### src/rtl/cvo_cfg_pkg.sv
`default_nettype none
// ============================================================================
//  Module   : cvo_cfg_pkg
//  Purpose  : Shared types, register offsets, limits and the video-mode
//             register table for the CVO configuration sequencer.
//  Revision : 1.0  initial release
// ============================================================================
package cvo_cfg_pkg;

  typedef enum logic [2:0] {
    ST_IDLE   = 3'd0,
    ST_STOP   = 3'd1,
    ST_POLL   = 3'd2,
    ST_LOAD   = 3'd3,
    ST_ENABLE = 3'd4,
    ST_RUN    = 3'd5,
    ST_ERR    = 3'd6
  } state_t;

  localparam logic [8:0] CTRL_OFFSET   = 9'd0;
  localparam logic [8:0] STATUS_OFFSET = 9'd1;
  localparam int         N_ENTRIES     = 16;
  localparam int         UF_LIMIT      = 1023;
  localparam int         POLL_LIMIT    = 4095;

  // Timing registers written during LOAD; the same register map for every mode.
  localparam logic [8:0] ENTRY_ADDR [N_ENTRIES] = '{
    9'h004, 9'h005, 9'h006, 9'h007, 9'h008, 9'h009, 9'h00A, 9'h00B,
    9'h00C, 9'h00D, 9'h00E, 9'h00F, 9'h010, 9'h011, 9'h012, 9'h013
  };

  // Per mode: width, height, hsync, hfp, hbp, vsync, vfp, vbp, total width,
  // total height, hsync pol, vsync pol, interlaced, samples, lines, valid.
  localparam logic [31:0] MODE_TABLE [4][N_ENTRIES] = '{
    '{640,  480,  96,  16,  48, 2, 10, 33,  800,  525, 0, 0, 0,  640,  480, 1},
    '{800,  600, 128,  40,  88, 4,  1, 23, 1056,  628, 1, 1, 0,  800,  600, 1},
    '{1280, 720,  40, 110, 220, 5,  5, 20, 1650,  750, 1, 1, 0, 1280,  720, 1},
    '{1920,1080,  44,  88, 148, 5,  4, 36, 2200, 1125, 1, 1, 0, 1920, 1080, 1}
  };

endpackage
`default_nettype wire

### src/rtl/cvo_mode_rom.sv
`default_nettype none
// ============================================================================
//  Module   : cvo_mode_rom
//  Purpose  : Combinational lookup of (mode, entry index) -> register
//             address and data from the mode table.
//  Revision : 1.0  initial release
// ============================================================================
module cvo_mode_rom
  import cvo_cfg_pkg::*;
(
  input  logic [1:0]  mode,
  input  logic [3:0]  index,
  output logic [8:0]  address,
  output logic [31:0] data
);

  assign address = ENTRY_ADDR[index];
  assign data    = MODE_TABLE[mode][index];

endmodule
`default_nettype wire

### src/rtl/cvo_config_sequencer.sv
`default_nettype none
// ============================================================================
//  Module   : cvo_config_sequencer
//  Purpose  : Drives the CVO control slave: stop, wait for idle, load a preset
//             mode, enable, then supervise underflow and auto-restart.
//  Revision : 1.0  initial release
// ============================================================================
module cvo_config_sequencer
  import cvo_cfg_pkg::*;
#(
  parameter int UF_THRESHOLD = UF_LIMIT
) (
  input  logic        clk_clk,
  input  logic        reset_reset_n,
  input  logic        cfg_start,
  input  logic [1:0]  cfg_mode_sel,
  input  logic        vid_underflow,
  output logic [8:0]  avm_address,
  output logic        avm_write,
  output logic        avm_read,
  output logic [31:0] avm_writedata,
  input  logic [31:0] avm_readdata,
  input  logic        avm_waitrequest,
  output logic        cfg_busy,
  output logic        cfg_done,
  output logic        cfg_error,
  output logic [7:0]  restart_cnt
);

  localparam logic [9:0]  UF_LAST    = 10'(UF_THRESHOLD - 1);
  localparam logic [11:0] POLL_LAST  = 12'(POLL_LIMIT);
  localparam logic [3:0]  ENTRY_LAST = 4'(N_ENTRIES - 1);

  state_t      state, state_nxt;
  logic [1:0]  mode_lat;
  logic [3:0]  entry_idx;
  logic [11:0] poll_cnt;
  logic [9:0]  uf_cnt;
  logic        start_accept;
  logic        uf_restart;
  logic        xfer_done;
  logic [8:0]  rom_address;
  logic [31:0] rom_data;
  logic        readdata_unused;

  // Only STATUS bit0 matters; the other bits are deliberately ignored.
  assign readdata_unused = ^avm_readdata[31:1];
  assign xfer_done       = (avm_write | avm_read) & ~avm_waitrequest;

  assign cfg_busy  = (state == ST_STOP) || (state == ST_POLL) ||
                     (state == ST_LOAD) || (state == ST_ENABLE);
  assign cfg_done  = (state == ST_RUN);
  assign cfg_error = (state == ST_ERR);

  cvo_mode_rom u_rom (
    .mode    (mode_lat),
    .index   (entry_idx),
    .address (rom_address),
    .data    (rom_data)
  );

  // State register; reset drops to IDLE at once, aborting any transfer.
  always_ff @(posedge clk_clk or negedge reset_reset_n) begin
    if (!reset_reset_n) state <= ST_IDLE;
    else                state <= state_nxt;
  end

  // Next state and bus strobes; strobes depend only on state so they hold
  // steady across waitrequest stalls.
  always_comb begin
    state_nxt     = state;
    avm_write     = 1'b0;
    avm_read      = 1'b0;
    avm_address   = 9'd0;
    avm_writedata = 32'd0;
    start_accept  = 1'b0;
    uf_restart    = 1'b0;
    case (state)
      ST_IDLE, ST_ERR: begin
        if (cfg_start) begin
          state_nxt    = ST_STOP;
          start_accept = 1'b1;
        end
      end
      ST_STOP: begin
        avm_write   = 1'b1;
        avm_address = CTRL_OFFSET;
        if (!avm_waitrequest) state_nxt = ST_POLL;
      end
      ST_POLL: begin
        avm_read    = 1'b1;
        avm_address = STATUS_OFFSET;
        if (!avm_waitrequest) begin
          if (!avm_readdata[0])          state_nxt = ST_LOAD;
          else if (poll_cnt == POLL_LAST) state_nxt = ST_ERR;
        end
      end
      ST_LOAD: begin
        avm_write     = 1'b1;
        avm_address   = rom_address;
        avm_writedata = rom_data;
        if (!avm_waitrequest && entry_idx == ENTRY_LAST) state_nxt = ST_ENABLE;
      end
      ST_ENABLE: begin
        avm_write     = 1'b1;
        avm_address   = CTRL_OFFSET;
        avm_writedata = 32'd1;
        if (!avm_waitrequest) state_nxt = ST_RUN;
      end
      ST_RUN: begin
        // A user restart takes priority over an underflow restart.
        if (cfg_start) begin
          state_nxt    = ST_STOP;
          start_accept = 1'b1;
        end else if (vid_underflow && uf_cnt == UF_LAST) begin
          state_nxt  = ST_STOP;
          uf_restart = 1'b1;
        end
      end
      default: state_nxt = ST_IDLE;
    endcase
  end

  // Mode latch, table index, poll counter, underflow run length, restarts.
  always_ff @(posedge clk_clk or negedge reset_reset_n) begin
    if (!reset_reset_n) begin
      mode_lat    <= 2'd0;
      entry_idx   <= 4'd0;
      poll_cnt    <= 12'd0;
      uf_cnt      <= 10'd0;
      restart_cnt <= 8'd0;
    end else begin
      if (start_accept) mode_lat <= cfg_mode_sel;

      if (state != ST_LOAD) entry_idx <= 4'd0;
      else if (xfer_done)   entry_idx <= entry_idx + 4'd1;

      if (state != ST_POLL)
        poll_cnt <= 12'd0;
      else if (xfer_done && avm_readdata[0] && poll_cnt != POLL_LAST)
        poll_cnt <= poll_cnt + 12'd1;

      if (state == ST_RUN && state_nxt == ST_RUN && vid_underflow)
        uf_cnt <= uf_cnt + 10'd1;
      else
        uf_cnt <= 10'd0;

      if (uf_restart && restart_cnt != 8'hFF) restart_cnt <= restart_cnt + 8'd1;
    end
  end

endmodule
`default_nettype wire

### config.mk
export PLATFORM = sky130hd
export DESIGN_NAME = cvo_config_sequencer
export DESIGN_NICKNAME = d
export VERILOG_FILES = /design/src/rtl/cvo_cfg_pkg.sv /design/src/rtl/cvo_mode_rom.sv /design/src/rtl/cvo_config_sequencer.sv
export SDC_FILE = /design/constraint.sdc
export NUM_CORES = 1
export LEC_CHECK = 0
export ABC_AREA = 1
export BUFFER_PORTS_ARGS = -buffer_cell sky130_fd_sc_hd__buf_4
export CORE_ASPECT_RATIO = 0.75
export CORE_UTILIZATION = 50
export DETAILED_ROUTE_END_ITERATION = 10
export GPL_TIMING_DRIVEN = 0
export PLACE_DENSITY = 0.77
export SKIP_LAST_GASP = 1
export SLEW_MARGIN = 30
export SYNTH_ARGS = -nofsm -noshare
export SYNTH_HDL_FRONTEND = slang
export SYNTH_SLANG_ARGS = --single-unit
### constraint.sdc
create_clock -name clk_clk -period 5.7 [get_ports clk_clk]
set_clock_uncertainty 0.2 [all_clocks]
set_input_delay 0.57 -clock clk_clk [delete_from_list [all_inputs] [get_ports clk_clk]]
set_output_delay 0.57 -clock clk_clk [all_outputs]
set_load 0.02 [all_outputs]
Word-level counts from Yosys, hierarchy flattened
Memories as Yosys holds them, arrays and structs flattened.
Index checks and enable logic that the tools add are counted.
{"block": "totals", "input_bits": 39, "reg_bits": 39, "romBits": 144, "wordCells": 81, "n_memories": 1, "mem_bits_rw": 0, "latchBits": 0, "out_inout_bits": 54}
{"block": "classes", "n_mux": 32, "n_bitwise": 5, "addsub": 4, "eq_ne": 14, "n_shift": 0, "n_mul": 0, "div_mod_pow": 0, "n_reduce_logical": 17, "magnitude_cmp": 2}
{"name": "(name not given)", "words": 16, "width": 9, "read_ports": 1, "rd_clocked_by_memory_dff": 0, "wr": 0, "line_no": "cvo_mode_rom.sv:17", "rtl": "assign address = ENTRY_ADDR[index];"}
{"op": "$bmux 512 s2", "count": 1}
{"op": "$mux 512", "count": 2}
{"op": "$bmux 32 s4", "count": 1}
{"op": "$mux 32", "count": 2}
{"op": "$pmux 32 s2", "count": 1}
{"op": "$mux 3", "count": 9}
{"op": "$mux 12", "count": 2}
{"op": "$mux 9", "count": 2}
{"op": "$pmux 3 s6", "count": 1}
{"op": "$pmux 9 s2", "count": 1}
{"op": "$add 12x1->12 const B", "count": 1}
{"op": "$eq 12x12->1 const B", "count": 1}
{"op": "$eq 3x3->1 const B", "count": 4}
{"op": "$ne 12x12->1 const B", "count": 1}
{"op": "$add 10x1->10 const B", "count": 1}
{"op": "$eq 10x10->1 const B", "count": 1}
{"op": "$mux 10", "count": 1}
{"op": "$add 8x1->8 const B", "count": 1}
{"op": "$mux 4", "count": 2}
{"op": "$ne 8x8->1 const B", "count": 1}
{"op": "$logic_and 1x1->1", "count": 7}
{"op": "$mux 1", "count": 7}
{"op": "$eq 3x2->1 const B", "count": 2}
{"op": "$ne 3x2->1 const B", "count": 2}
{"op": "other kinds (16)", "count": 20}

Logic depth before layout (Yosys ltp)
Gate-level depths: netlist (run 1).
{"block": "logic_depth", "ltp_word": 9, "ltp_mapped": 10, "mapped_depth_nobuf": 10}

Modules after synthesis
From an unflattened synthesis (run 1), not the netlist that was laid out.
{"block": "unflattened", "hier_cells": 581, "hier_area_um2": 3711.1}
{"module": "cvo_config_sequencer", "n_inst": 1, "seq_area_each_um2": 975.9, "area_per_inst_um2": 2638.8, "cells_per_inst": 375}
{"module": "cvo_mode_rom", "n_inst": 1, "seq_area_each_um2": 0.0, "area_per_inst_um2": 1072.3, "cells_per_inst": 206}

Worst setup path after synthesis (run 1)
Ideal clock, no wire load.
{"block": "synth_path", "path_kind": "flip-flop to output port", "from": "register mode_lat[0]", "to": "output port avm_writedata[5]", "path_slack_ns": 3.235, "required_ns": 4.930, "n_path_buf": 0, "stages_incl_launch_ff": 10, "arrival_time_ns": 1.695, "cell_sequence": "dfrtp_1 > inv_1 > ha_1 > inv_1 > nand2_1 > nand2_1 > o21ai_0 > o21ai_0 > nor2_1 > nor2_1"}
{"block": "synth_via", "elab_chain_cells": 8}
{"element": "from (decl)", "line_no": "cvo_config_sequencer.sv:35", "rtl": "logic [1:0] mode_lat;"}
{"element": "from (signal assigned)", "line_no": "cvo_config_sequencer.sv:133", "rtl": "if (start_accept) mode_lat <= cfg_mode_sel;"}
{"element": "$not 2->3 (not written as such)", "line_no": "cvo_mode_rom.sv:18", "rtl": "assign data = MODE_TABLE[mode][index];"}
{"element": "$bmux 512 s2", "line_no": "cvo_mode_rom.sv:18"}
{"element": "$mux 512 (not written as such) (2 in a row)", "line_no": "cvo_mode_rom.sv:18"}
{"element": "$bmux 32 s4", "line_no": "cvo_mode_rom.sv:18"}
{"element": "$mux 32 (not written as such) (2 in a row)", "line_no": "cvo_mode_rom.sv:18"}
{"element": "$pmux 32 s2", "line_no": "cvo_config_sequencer.sv:78", "rtl": "case (state)"}
{"element": "to (decl)", "line_no": "cvo_config_sequencer.sv:21", "rtl": "output logic [31:0] avm_writedata,"}
Every way passes these cells. The select of a mux whose other input is x is not followed.

Worst setup path in the final report (run 1)
{"block": "layout_path", "from": "register mode_lat[0]", "to": "output port avm_writedata[0]"}
Same word-level chain as after synthesis.

==> impl_metrics.env, run 1 <==
export IMPL_setup_total_negative_slack_ps=0
export IMPL_timing_critical_path_slowest_stage_cell="sky130_fd_sc_hd__dfrtp_1"
export IMPL_timing_critical_path_fanout_max=7
export IMPL_synthesis_instances=500
export IMPL_syn_area_cell_um2=6.661
export IMPL_grt_start_max_net_pins=40
export IMPL_dieWidth_um=96.25
export IMPL_post_layout_inst_area_mm2=0.003921
export IMPL_synth_yosys_seq_area_share_pct=29.30
export IMPL_max_cap_violations=0
export IMPL_max_vdd_ir_drop_v=0.0002437
export IMPL_gp_congestion=0.9640
export IMPL_cts_buffers_inserted=5
export IMPL_timing_max_slew_rel_slack_pct=66.22
export IMPL_critical_path_depth=10
export IMPL_numClockSinks=39
export IMPL_groute_usage_overall_pct=27.36
export IMPL_antenna_found_initial=0
export IMPL_crit_path_frequent_cell="sky130_fd_sc_hd__nand2_1"
export IMPL_synth_async_reset_ratio_pct=100.0
export IMPL_starting_density_of_the_core_pct=52.20
export IMPL_max_clock_path_buffers=2
export IMPL_pre_cts_ws_ps=2997
export IMPL_cp_data_arrival_time_ps=2320
export IMPL_drc_errors=0
export IMPL_flow_area_growth_from_synthesis_pct=17.73
export IMPL_synth_edff_count=0
export IMPL_antenna_violating_nets_post_route=0
export IMPL_tritoncts="built"
export IMPL_layout_worst_path_cycle_share_pct=54.19
export IMPL_root_buffer="sky130_fd_sc_hd__clkbuf_8"
export IMPL_port_buffer_count=36
export IMPL_unrepaired_setup_endpoints_after_global_routing="false"
export IMPL_floorplan_die_height_um=72.68
export IMPL_first_global_vias=3223
export IMPL_drive_gt1_share_pct=17.46
export IMPL_ctsHoldBuffers=0
export IMPL_gr_overflow_total=0
export IMPL_fin_total_pwr_mw=1.248
export IMPL_postLayoutSetupSlackWorst_ps=2611
export IMPL_detail_route_vias_per_cell=5.415
export IMPL_final_hold_viol_count=0
export IMPL_end_kind="output pin"
export IMPL_antennaDiodeCount=0
export IMPL_final_setup_viol_count=0
export IMPL_htree_num_levels=2
export IMPL_timing_hold_worst_class="input pin to async pin"
export IMPL_num_rows=25
export IMPL_worst_path_buf_inv=3
export IMPL_placedInstanceArea_mm2=0.003789
export IMPL_crit_path_start_kind="register"
export IMPL_wl_per_cell_um=13.63
export IMPL_tightest_slew_ps=506.7
export IMPL_required_ps=4930
export IMPL_ys_dominant_reg_cell="sky130_fd_sc_hd__dfrtp_1"
export IMPL_number_of_library_cell_types_mapped_by_synthesis=37
export IMPL_worst_skew_pair_late_latency_ps=290
export IMPL_yosys_top_cells_count="111 x sky130_fd_sc_hd__nand2_1, 55 x sky130_fd_sc_hd__nor2_1, 53 x sky130_fd_sc_hd__inv_1"
export IMPL_ff2ff_path_depth=8
export IMPL_cts_clk_pin_slew_worst_paths_ps=80
export IMPL_critical_path_class="register to output pin"
export IMPL_fmax_mhz=323.7
export IMPL_cp_top_family="flip-flops"
export IMPL_critical_path_cell_chain="inv_1 -> ha_1 -> inv_1 -> nand2_1 -> nand2_1 -> o21ai_0 -> o21ai_0 -> nand3_1 -> nand2_1 -> buf_4"
export IMPL_fin_crit_ps=3089
export IMPL_synth_cell_area_mm2=0.003331
export IMPL_dr_pass1_iters=5
export IMPL_dieArea_mm2=0.006995
export IMPL_grt_pass1_wl_um=14800
export IMPL_post_dp_hpwl_um=6651
export IMPL_outcome="finished, final reports clean"
export IMPL_power_per_cell_area_mw_per_mm2=318.2
export IMPL_power_static_leakage_nw=1.966
export IMPL_final_nets=619
export IMPL_drt_iter0_markers=394
export IMPL_postCtsResizedCells=0
export IMPL_yosys_cell_count_top_type="sky130_fd_sc_hd__nand2_1"
export IMPL_route_final_wire_length_um=8831
export IMPL_synth_largest_type_area_fraction_pct=29.30
export IMPL_timing_final_max_slew_violations=0
export IMPL_ys_seq_elements=39
export IMPL_yosysWarningCount=0
export IMPL_yosysTopAreaCell="sky130_fd_sc_hd__dfrtp_1"
export IMPL_io_pin_count=93
export IMPL_top_cells_by_area_synth="sky130_fd_sc_hd__dfrtp_1 29%, sky130_fd_sc_hd__nand2_1 13%, sky130_fd_sc_hd__nor2_1 6.2%"
export IMPL_routed_via_count=3509
export IMPL_core_region_area_mm2=0.006381
export IMPL_cpPeakStageDelay_ps=480
export IMPL_post_cts_setup_buffers=0
-- cell usage in the layout, fill, tap and decap left out, types with 3 or more instances in the layout --
| cell type | Yosys | routed |
|---|---|---|
| sky130_fd_sc_hd__nand2_1 | 111 | 111 |
| sky130_fd_sc_hd__buf_4 | 27 | 63 |
| sky130_fd_sc_hd__nor2_1 | 55 | 55 |
| sky130_fd_sc_hd__inv_1 | 53 | 53 |
| sky130_fd_sc_hd__o21ai_0 | 39 | 39 |
| sky130_fd_sc_hd__dfrtp_1 | 39 | 39 |
| sky130_fd_sc_hd__nand3_1 | 36 | 36 |
| sky130_fd_sc_hd__a21oi_1 | 28 | 28 |
| sky130_fd_sc_hd__conb_1 | 1 | 24 |
| sky130_fd_sc_hd__nor3_1 | 19 | 19 |
| sky130_fd_sc_hd__nand4_1 | 17 | 17 |
| sky130_fd_sc_hd__ha_1 | 14 | 14 |
| sky130_fd_sc_hd__inv_2 | 6 | 6 |
| sky130_fd_sc_hd__buf_2 | 5 | 5 |
| sky130_fd_sc_hd__clkbuf_1 | 4 | 5 |
| sky130_fd_sc_hd__o21ai_1 | 5 | 5 |
| sky130_fd_sc_hd__clkbuf_8 | 0 | 5 |
| sky130_fd_sc_hd__nand2_2 | 4 | 4 |
| sky130_fd_sc_hd__o211ai_1 | 4 | 4 |
| sky130_fd_sc_hd__xor2_1 | 4 | 4 |
| sky130_fd_sc_hd__o21bai_1 | 4 | 4 |
| sky130_fd_sc_hd__xnor2_1 | 3 | 3 |
-- cell type report --
cell class	instances	area, µm²
Multi-Input combinational cell	387	1963
Timing Repair Buffer	36	270.3
Inverter	61	235.2
Tap cell	81	101.3
Clock inverter	2	60.06
Clock buffer	6	72.57
Sequential cell	39	975.9
Fill cell	598	2460
Buffer	36	242.7
-- flip-flops by register name, indices dropped and copies added (netlist names) --
signal,cells
restart_cnt,8
poll_cnt,12
mode_lat,2
entry_idx,4
state,3
uf_cnt,10
-- final timing paths --
| kind | start | end | slack (ps) |
|---|---|---|---|
| setup / recovery | mode_lat[0] | avm_writedata[0] | 2610 |
| hold / removal | reset_reset_n | uf_cnt[4] | 50 |
| setup reg to reg | poll_cnt[0] | poll_cnt[9] | 3790 |
| hold reg to reg | poll_cnt[1] | poll_cnt[1] | 310 |
| max in group asynchronous | reset_reset_n | poll_cnt[4] | 4910 |
| min in group clk_clk | poll_cnt[1] | poll_cnt[1] | 310 |
-- through the flow --
| step | hold slack (ps) | std cells | util (%) |
|---|---|---|---|
| global placement | 289.7 | 640 | 59.37 |
| detailed placement | 298.8 | 640 | 59.37 |
| finish | 47.99 | 648 | 61.45 |
| global route | 83.45 | 648 | 61.45 |
| CTS | 56.53 | 648 | 61.45 |
| floorplan | 74.41 | 523 | - |
-- power by group --
group,switching (mW),total [mW],internal [mW]
clock,0.101,0.276,0.175
combinational,0.437,0.650,0.213
sequential,0.0256,0.322,0.296
-- layer usage --
layer	GRT usage (%)	vias up	share of wire [%]
li1	-	1734	-
met1	36.68	1599	44
met2	43.03	170	45
met3	7.292	6	9.9
met4	7.463	0	0.96
met5	4.545	-	0
-- cell families after synthesis --
kind of cell,share of synthesized area [%]
AO/OA/AOI/OAI,13.75
flip-flops,29.30
XOR/XNOR,1.841
buffers and inverters,14.35
other,0.1126
AND/OR/NAND/NOR,35.39
adder cells (fa/ha/maj),5.259
(Power assumes the default switching activity.)
==> run 2: changes to the inputs <==
- ABC_AREA: 1 -> 0
- CORE_UTILIZATION: 50 -> 48
- PLACE_DENSITY: 0.77 -> 0.78
- clock period: 5.7 -> 2.5 ns (I/O delays scaled with it)
==> impl_metrics.env, run 2 <==
export IMPL_outcome="finished, final reports clean"
export IMPL_yosys_top_cells_count="39 x sky130_fd_sc_hd__dfrtp_1, 37 x sky130_fd_sc_hd__nor2_1, 24 x sky130_fd_sc_hd__buf_4, 24 x sky130_fd_sc_hd__nand2_1, 21 x sky130_fd_sc_hd__a21oi_1"
export IMPL_power_per_cell_area_mw_per_mm2=870.0
export IMPL_top_cells_by_area_synth="sky130_fd_sc_hd__dfrtp_1 30%, sky130_fd_sc_hd__buf_4 5.6%, sky130_fd_sc_hd__ha_1 5.4%"
export IMPL_synth_cell_area_mm2=0.003233
export IMPL_yosysWarningCount=0
export IMPL_syn_area_cell_um2=8.464
export IMPL_utilization_pct=61.83
export IMPL_dr_pass1_iters=5
export IMPL_port_buffer_count=37
export IMPL_yosysTopAreaCell="sky130_fd_sc_hd__dfrtp_1"
export IMPL_largest_register_ffs=12
export IMPL_detail_route_vias_per_cell=5.733
export IMPL_timing_hold_worst_class="input pin to register"
export IMPL_critical_path_class="register to output pin"
export IMPL_synth_async_reset_ratio_pct=100.0
export IMPL_cp_data_arrival_time_ps=1990
export IMPL_root_buffer="sky130_fd_sc_hd__clkbuf_8"
export IMPL_antenna_violating_nets_post_route=0
export IMPL_fillers=544
export IMPL_mostFrequentLayoutCell="sky130_fd_sc_hd__buf_4"
export IMPL_fmax_mhz=409.5
export IMPL_final_hold_viol_count=0
export IMPL_timing_critical_path_slowest_stage_cell="sky130_fd_sc_hd__dfrtp_1"
export IMPL_max_flop_register="poll_cnt"
export IMPL_gp_congestion=0.9521
export IMPL_starting_density_of_the_core_pct=50.42
export IMPL_worst_path_buf_inv=4
export IMPL_ff2ff_path_depth=6
export IMPL_cpPeakStageDelay_ps=410
export IMPL_postLayoutSetupSlackWorst_ps=57.83
export IMPL_share_comb_of_total_power_pct=66.5
export IMPL_worst_skew_pair_late_latency_ps=300
export IMPL_htree_num_levels=2
export IMPL_number_of_library_cell_types_mapped_by_synthesis=62
export IMPL_drive_gt1_share_pct=26.42
export IMPL_timing_final_max_slew_violations=0
export IMPL_fin_crit_ps=2442
export IMPL_groute_usage_overall_pct=23.21
export IMPL_crit_path_frequent_cell="sky130_fd_sc_hd__a211oi_1"
export IMPL_first_global_vias=2680
export IMPL_wl_per_cell_um=15.44
export IMPL_cts_clk_pin_slew_worst_paths_ps=80
export IMPL_pre_cts_ws_ps=-489.4
export IMPL_num_rows=25
export IMPL_synth_edff_count=0
export IMPL_routed_via_count=3090
export IMPL_tritoncts="built"
export IMPL_cts_buffers_inserted=5
export IMPL_p_sw_share_pct=47.24
export IMPL_antennaDiodeCount=0
export IMPL_yosys_cell_count_top_type="sky130_fd_sc_hd__dfrtp_1"
export IMPL_dieArea_mm2=0.007071
export IMPL_cp_top_family="compound AO/OA/AOI/OAI gates"
export IMPL_drt_iter0_markers=419
export IMPL_max_clock_path_buffers=2
export IMPL_post_dp_hpwl_um=5960
export IMPL_dieWidth_um=96.77
export IMPL_p_int_mw=1.820
export IMPL_leading_cell_types_in_the_layout_fill_and_taps_excluded="68 x sky130_fd_sc_hd__buf_4, 38 x sky130_fd_sc_hd__dfrtp_1, 36 x sky130_fd_sc_hd__nor2_1"
export IMPL_critical_path_depth=8
export IMPL_switching_power_mw=1.629
export IMPL_gr_overflow_total=0
export IMPL_numClockSinks=39
export IMPL_grt_pass1_wl_um=13220
export IMPL_route_final_wire_length_um=8324
export IMPL_max_cap_violations=0
export IMPL_required_ps=2050
export IMPL_power_static_leakage_nw=1.754
export IMPL_drc_errors=0
export IMPL_ys_dominant_reg_cell="sky130_fd_sc_hd__dfrtp_1"
export IMPL_ys_seq_elements=39
export IMPL_flow_area_growth_from_synthesis_pct=22.64
export IMPL_io_pin_count=93
export IMPL_final_setup_viol_count=0
export IMPL_timing_critical_path_fanout_max=5
export IMPL_final_nets=510
export IMPL_power_sequential_fraction_pct=21.4
export IMPL_antenna_found_initial=0
export IMPL_hold_path_depth=4
export IMPL_place_inst=523
export IMPL_layout_worst_path_cycle_share_pct=97.69
export IMPL_max_vdd_ir_drop_v=0.0006140
export IMPL_synthesis_instances=382
export IMPL_synth_largest_type_area_fraction_pct=30.19
export IMPL_grt_start_max_net_pins=40
export IMPL_reg_top3="poll_cnt x12, uf_cnt x10, restart_cnt x8"
export IMPL_crit_path_start_kind="register"
export IMPL_floorplan_die_height_um=73.08
export IMPL_power_frac_clock_pct=12.1
export IMPL_layoutNonFillerInstCount=539
export IMPL_end_kind="output pin"
export IMPL_core_region_area_mm2=0.006412
export IMPL_critical_path_cell_chain="buf_8 -> inv_6 -> ha_1 -> inv_1 -> o2bb2ai_1 -> a211oi_1 -> a211oi_1 -> buf_4"
export IMPL_synth_yosys_seq_area_share_pct=30.19
-- run 2: cell types whose count changed after synthesis, sizes merged, moves of 8 or more --
cell    change
a211oi      +8
and2        +8
inv        -50
nand2b      +8
xnor2      +14
nor2       -23
nand3      -24
nor3       -12
nand4       -9
nand2      -92
o21ai      -28
-- run 2: layout make-up --
type	count	area, µm²	share of cell area (%)
multi-input cells	311	2091	52.73
flip-flops and latches	39	977.2	24.65
repair buffers	47	357.8	9.025
plain buffers	44	314.1	7.920
well taps	81	101.3	2.556
clock buffers	7	76.32	1.925
inverters	9	42.54	1.073
clock inverters	1	5.005	0.1262
-- run 2: per-layer routing --
| metal | up-vias | share of wire, % | track usage [%] |
|---|---|---|---|
| met3 | 13 | 7.2 | 4.502 |
| met5 | - | 0 | 0 |
| met2 | 132 | 44 | 35.52 |
| li1 | 1487 | - | - |
| met1 | 1458 | 47 | 33.03 |
| met4 | 0 | 1.3 | 7.794 |
-- run 2: kinds of logic (layout without fill, tap and decap cells) --
logic type | after synthesis | count (layout) | synth area share (%)
and+or+nand+nor | 153 | 153 | 27.09
AOI/OAI and AO/OA | 88 | 88 | 18.11
buffers and inverters | 55 | 108 | 9.868
DFF | 39 | 39 | 30.19
xor gates and xnor gates | 22 | 22 | 5.960
adders and majority gates | 14 | 14 | 5.418
muxes | 10 | 10 | 3.251
other | 1 | 24 | 0.1160
-- run 2: per-stage QoR --
stage,hold slack (ps),power (mW),TNS (ps),cell area (µm²)
6_report,124.0,3.450,0,3965
5_1_grt,155.3,3.638,-33.54,3965
4_1_cts,109.2,3.214,-11.16,3870
3_5_place_dp,55.73,2.677,-3234,3709
3_3_place_gp,50.23,2.663,-2675,3709
2_1_floorplan,-245.6,2.097,0,3329
-- run 2: what timing repair did --
item | 4_1_cts | 5_1_grt
resized for setup | 19 | 28
pin swaps | 2 | 4
hold buffers | 3 | 0
hold endpoints to repair | 41 | 0
setup endpoints to repair | 11 | 12
buffers inserted | 1 | 6
-- run 2: worst paths after layout --
check	startpoint	end	slack [ps]
worst max-delay path	mode_lat[1]	avm_writedata[1]	60
worst min-delay path	cfg_start	state[2]	120
worst max register to register	poll_cnt[0]	poll_cnt[6]	400
worst min register to register	restart_cnt[7]	restart_cnt[7]	300
max in group asynchronous	reset_reset_n	mode_lat[0]	1460
min in group asynchronous	reset_reset_n	poll_cnt[2]	250
-- run 2: power by group through the flow --
stage / logic [mW] / clock network, mW / registers (mW)
after global routing: 2.45 / 0.449 / 0.743
after detailed placement: 1.93 / 0 / 0.750
final: 2.29 / 0.417 / 0.738
after global placement: 1.92 / 0 / 0.748
after floorplan: 1.36 / 0 / 0.736
after CTS: 2.05 / 0.427 / 0.737
-- run 2: worst reg2reg max path, stage by stage (launching register included) --
cell,delay [ps]
sky130_fd_sc_hd__dfrtp_1,420
sky130_fd_sc_hd__ha_1,270
sky130_fd_sc_hd__and2_1,190
sky130_fd_sc_hd__and4_4,200
sky130_fd_sc_hd__buf_6,130
sky130_fd_sc_hd__or4_1,460
sky130_fd_sc_hd__a21oi_1,150
==> run 3: changes to the inputs <==
- CTS_BUF_LIST: not set -> sky130_fd_sc_hd__clkbuf_16
==> impl_metrics.env, run 3 (synthesis results as in run 2) <==
export IMPL_wl_per_cell_um=15.65
export IMPL_flow_area_growth_from_synthesis_pct=23.37
export IMPL_grt_start_max_net_pins=40
export IMPL_route_final_wire_length_um=8391
export IMPL_gp_congestion=0.9521
export IMPL_critical_path_class="register to output pin"
export IMPL_routed_via_count=3140
export IMPL_root_buffer="sky130_fd_sc_hd__clkbuf_16"
export IMPL_power_frac_clock_pct=16.7
export IMPL_num_rows=25
export IMPL_max_vdd_ir_drop_v=0.0006457
export IMPL_groute_usage_overall_pct=23.41
export IMPL_tightest_slew_ps=503.1
export IMPL_required_ps=2050
export IMPL_ff2ff_path_depth=6
export IMPL_starting_density_of_the_core_pct=50.42
export IMPL_cp_data_arrival_time_ps=2010
export IMPL_mostFrequentLayoutCell="sky130_fd_sc_hd__buf_4"
export IMPL_htree_num_levels=2
export IMPL_hold_path_depth=4
export IMPL_numClockSinks=39
export IMPL_p_sw_share_pct=45.68
export IMPL_final_setup_viol_count=0
export IMPL_grt_pass1_wl_um=13270
export IMPL_layout_worst_path_cycle_share_pct=98.46
export IMPL_core_region_area_mm2=0.006412
export IMPL_crit_path_start_kind="register"
export IMPL_max_flop_register="poll_cnt"
export IMPL_pre_cts_ws_ps=-489.4
export IMPL_reg_top3="poll_cnt x12, uf_cnt x10, restart_cnt x8"
export IMPL_tritoncts="built"
export IMPL_power_static_leakage_nw=1.769
export IMPL_drt_iter0_markers=343
export IMPL_cts_clk_pin_slew_worst_paths_ps=60
export IMPL_p_int_mw=1.947
export IMPL_worst_skew_pair_late_latency_ps=280
export IMPL_antenna_violating_nets_post_route=0
export IMPL_timing_max_slew_rel_slack_pct=66.46
export IMPL_cts_buffers_inserted=5
export IMPL_switching_power_mw=1.637
export IMPL_max_clock_path_buffers=2
export IMPL_power_sequential_fraction_pct=20.7
export IMPL_dieWidth_um=96.77
export IMPL_detail_route_vias_per_cell=5.858
export IMPL_dieArea_mm2=0.007071
export IMPL_final_nets=507
export IMPL_fin_total_pwr_mw=3.584
export IMPL_end_kind="output pin"
export IMPL_drc_errors=0
export IMPL_max_cap_violations=0
export IMPL_final_hold_viol_count=0
export IMPL_first_global_vias=2689
export IMPL_dr_pass1_iters=6
export IMPL_io_pin_count=93
export IMPL_fin_crit_ps=2462
export IMPL_antennaDiodeCount=0
export IMPL_port_buffer_count=37
export IMPL_leading_cell_types_in_the_layout_fill_and_taps_excluded="66 x sky130_fd_sc_hd__buf_4, 38 x sky130_fd_sc_hd__dfrtp_1, 36 x sky130_fd_sc_hd__nor2_1"
export IMPL_timing_hold_worst_class="input pin to register"
export IMPL_postLayoutSetupSlackWorst_ps=38.48
export IMPL_timing_final_max_slew_violations=0
export IMPL_gr_overflow_total=0
export IMPL_power_per_cell_area_mw_per_mm2=898.5
export IMPL_unrepaired_setup_endpoints_after_global_routing="true"
export IMPL_timing_critical_path_fanout_max=10
export IMPL_floorplan_die_height_um=73.08
export IMPL_share_comb_of_total_power_pct=62.5
export IMPL_outcome="finished, final reports clean"
export IMPL_antenna_found_initial=0
export IMPL_post_dp_hpwl_um=5960
export IMPL_largest_register_ffs=12
export IMPL_fmax_mhz=406.3
export IMPL_drive_gt1_share_pct=25.27
-- run 3: per-stage QoR --
| stage | hold WS [ps] | utilization (%) | std cells | TNS [ps] | area [µm²] |
|---|---|---|---|---|---|
| global placement | 50.23 | 57.83 | 523 | -2675 | 3709 |
| CTS | 127.6 | 61.17 | 533 | 0 | 3923 |
| global route | 171.5 | 62.20 | 536 | -88.04 | 3989 |
| floorplan | -245.6 | - | 405 | 0 | 3329 |
| finish | 145.5 | 62.20 | 536 | 0 | 3989 |
| detailed placement | 55.73 | 57.83 | 523 | -3234 | 3709 |
-- run 3: layer usage --
metal / global-route usage [%] / wire [µm] / vias to the layer above
li1: - / - / 1484
met1: 32.80 / 3837 / 1478
met2: 35.84 / 3696 / 150
met3: 5.172 / 682 / 28
met4: 8.126 / 174 / 0
met5: 0 / 0 / -
-- run 3: worst paths after layout --
| path | startpoint | end | slack [ps] |
|---|---|---|---|
| worst min register to register | restart_cnt[7] | restart_cnt[7] | 300 |
| worst max-delay path | entry_idx[0] | avm_writedata[8] | 40 |
| worst min-delay path | cfg_start | state[2] | 150 |
| max in group asynchronous | reset_reset_n | mode_lat[0] | 1440 |
| worst max register to register | poll_cnt[0] | poll_cnt[6] | 400 |
| min in group asynchronous | reset_reset_n | poll_cnt[8] | 280 |
-- run 3: power groups by stage --
stage / clock network, mW / logic, mW / registers (mW)
final: 0.599 / 2.24 / 0.744
after CTS: 0.614 / 2.05 / 0.738
after global placement: 0 / 1.92 / 0.748
after floorplan: 0 / 1.36 / 0.736
after detailed placement: 0 / 1.93 / 0.750
after global routing: 0.642 / 2.38 / 0.749
-- run 3: area by class of cell --
| type | count | area, µm² |
|---|---|---|
| well taps | 81 | 101.3 |
| inverters | 9 | 38.79 |
| plain buffers | 44 | 305.3 |
| clock buffers | 5 | 125.1 |
| clock inverters | 3 | 12.51 |
| multi-input cells | 311 | 2091 |
| repair buffers | 44 | 337.8 |
| fillers | 548 | 2424 |
| flip-flops and latches | 39 | 977.2 |
-- run 3: worst max-delay path: stages (launching register included) --
cell and delay [ps]:
sky130_fd_sc_hd__dfrtp_1 420, sky130_fd_sc_hd__buf_2 300, sky130_fd_sc_hd__buf_2 310, sky130_fd_sc_hd__nand2_1 90
sky130_fd_sc_hd__o21ai_0 90, sky130_fd_sc_hd__a21oi_1 90, sky130_fd_sc_hd__nor3_1 240, sky130_fd_sc_hd__buf_4 190
-- run 3: repair_timing --
| action | 4_1_cts | 5_1_grt |
|---|---|---|
| setup endpoints to repair | 11 | 11 |
| endpoints found under the hold margin | 41 | 0 |
| setup buffers | 1 | 3 |
| hold buffers | 3 | 0 |
| resized for setup | 17 | 22 |
| pin swaps | 2 | 3 |
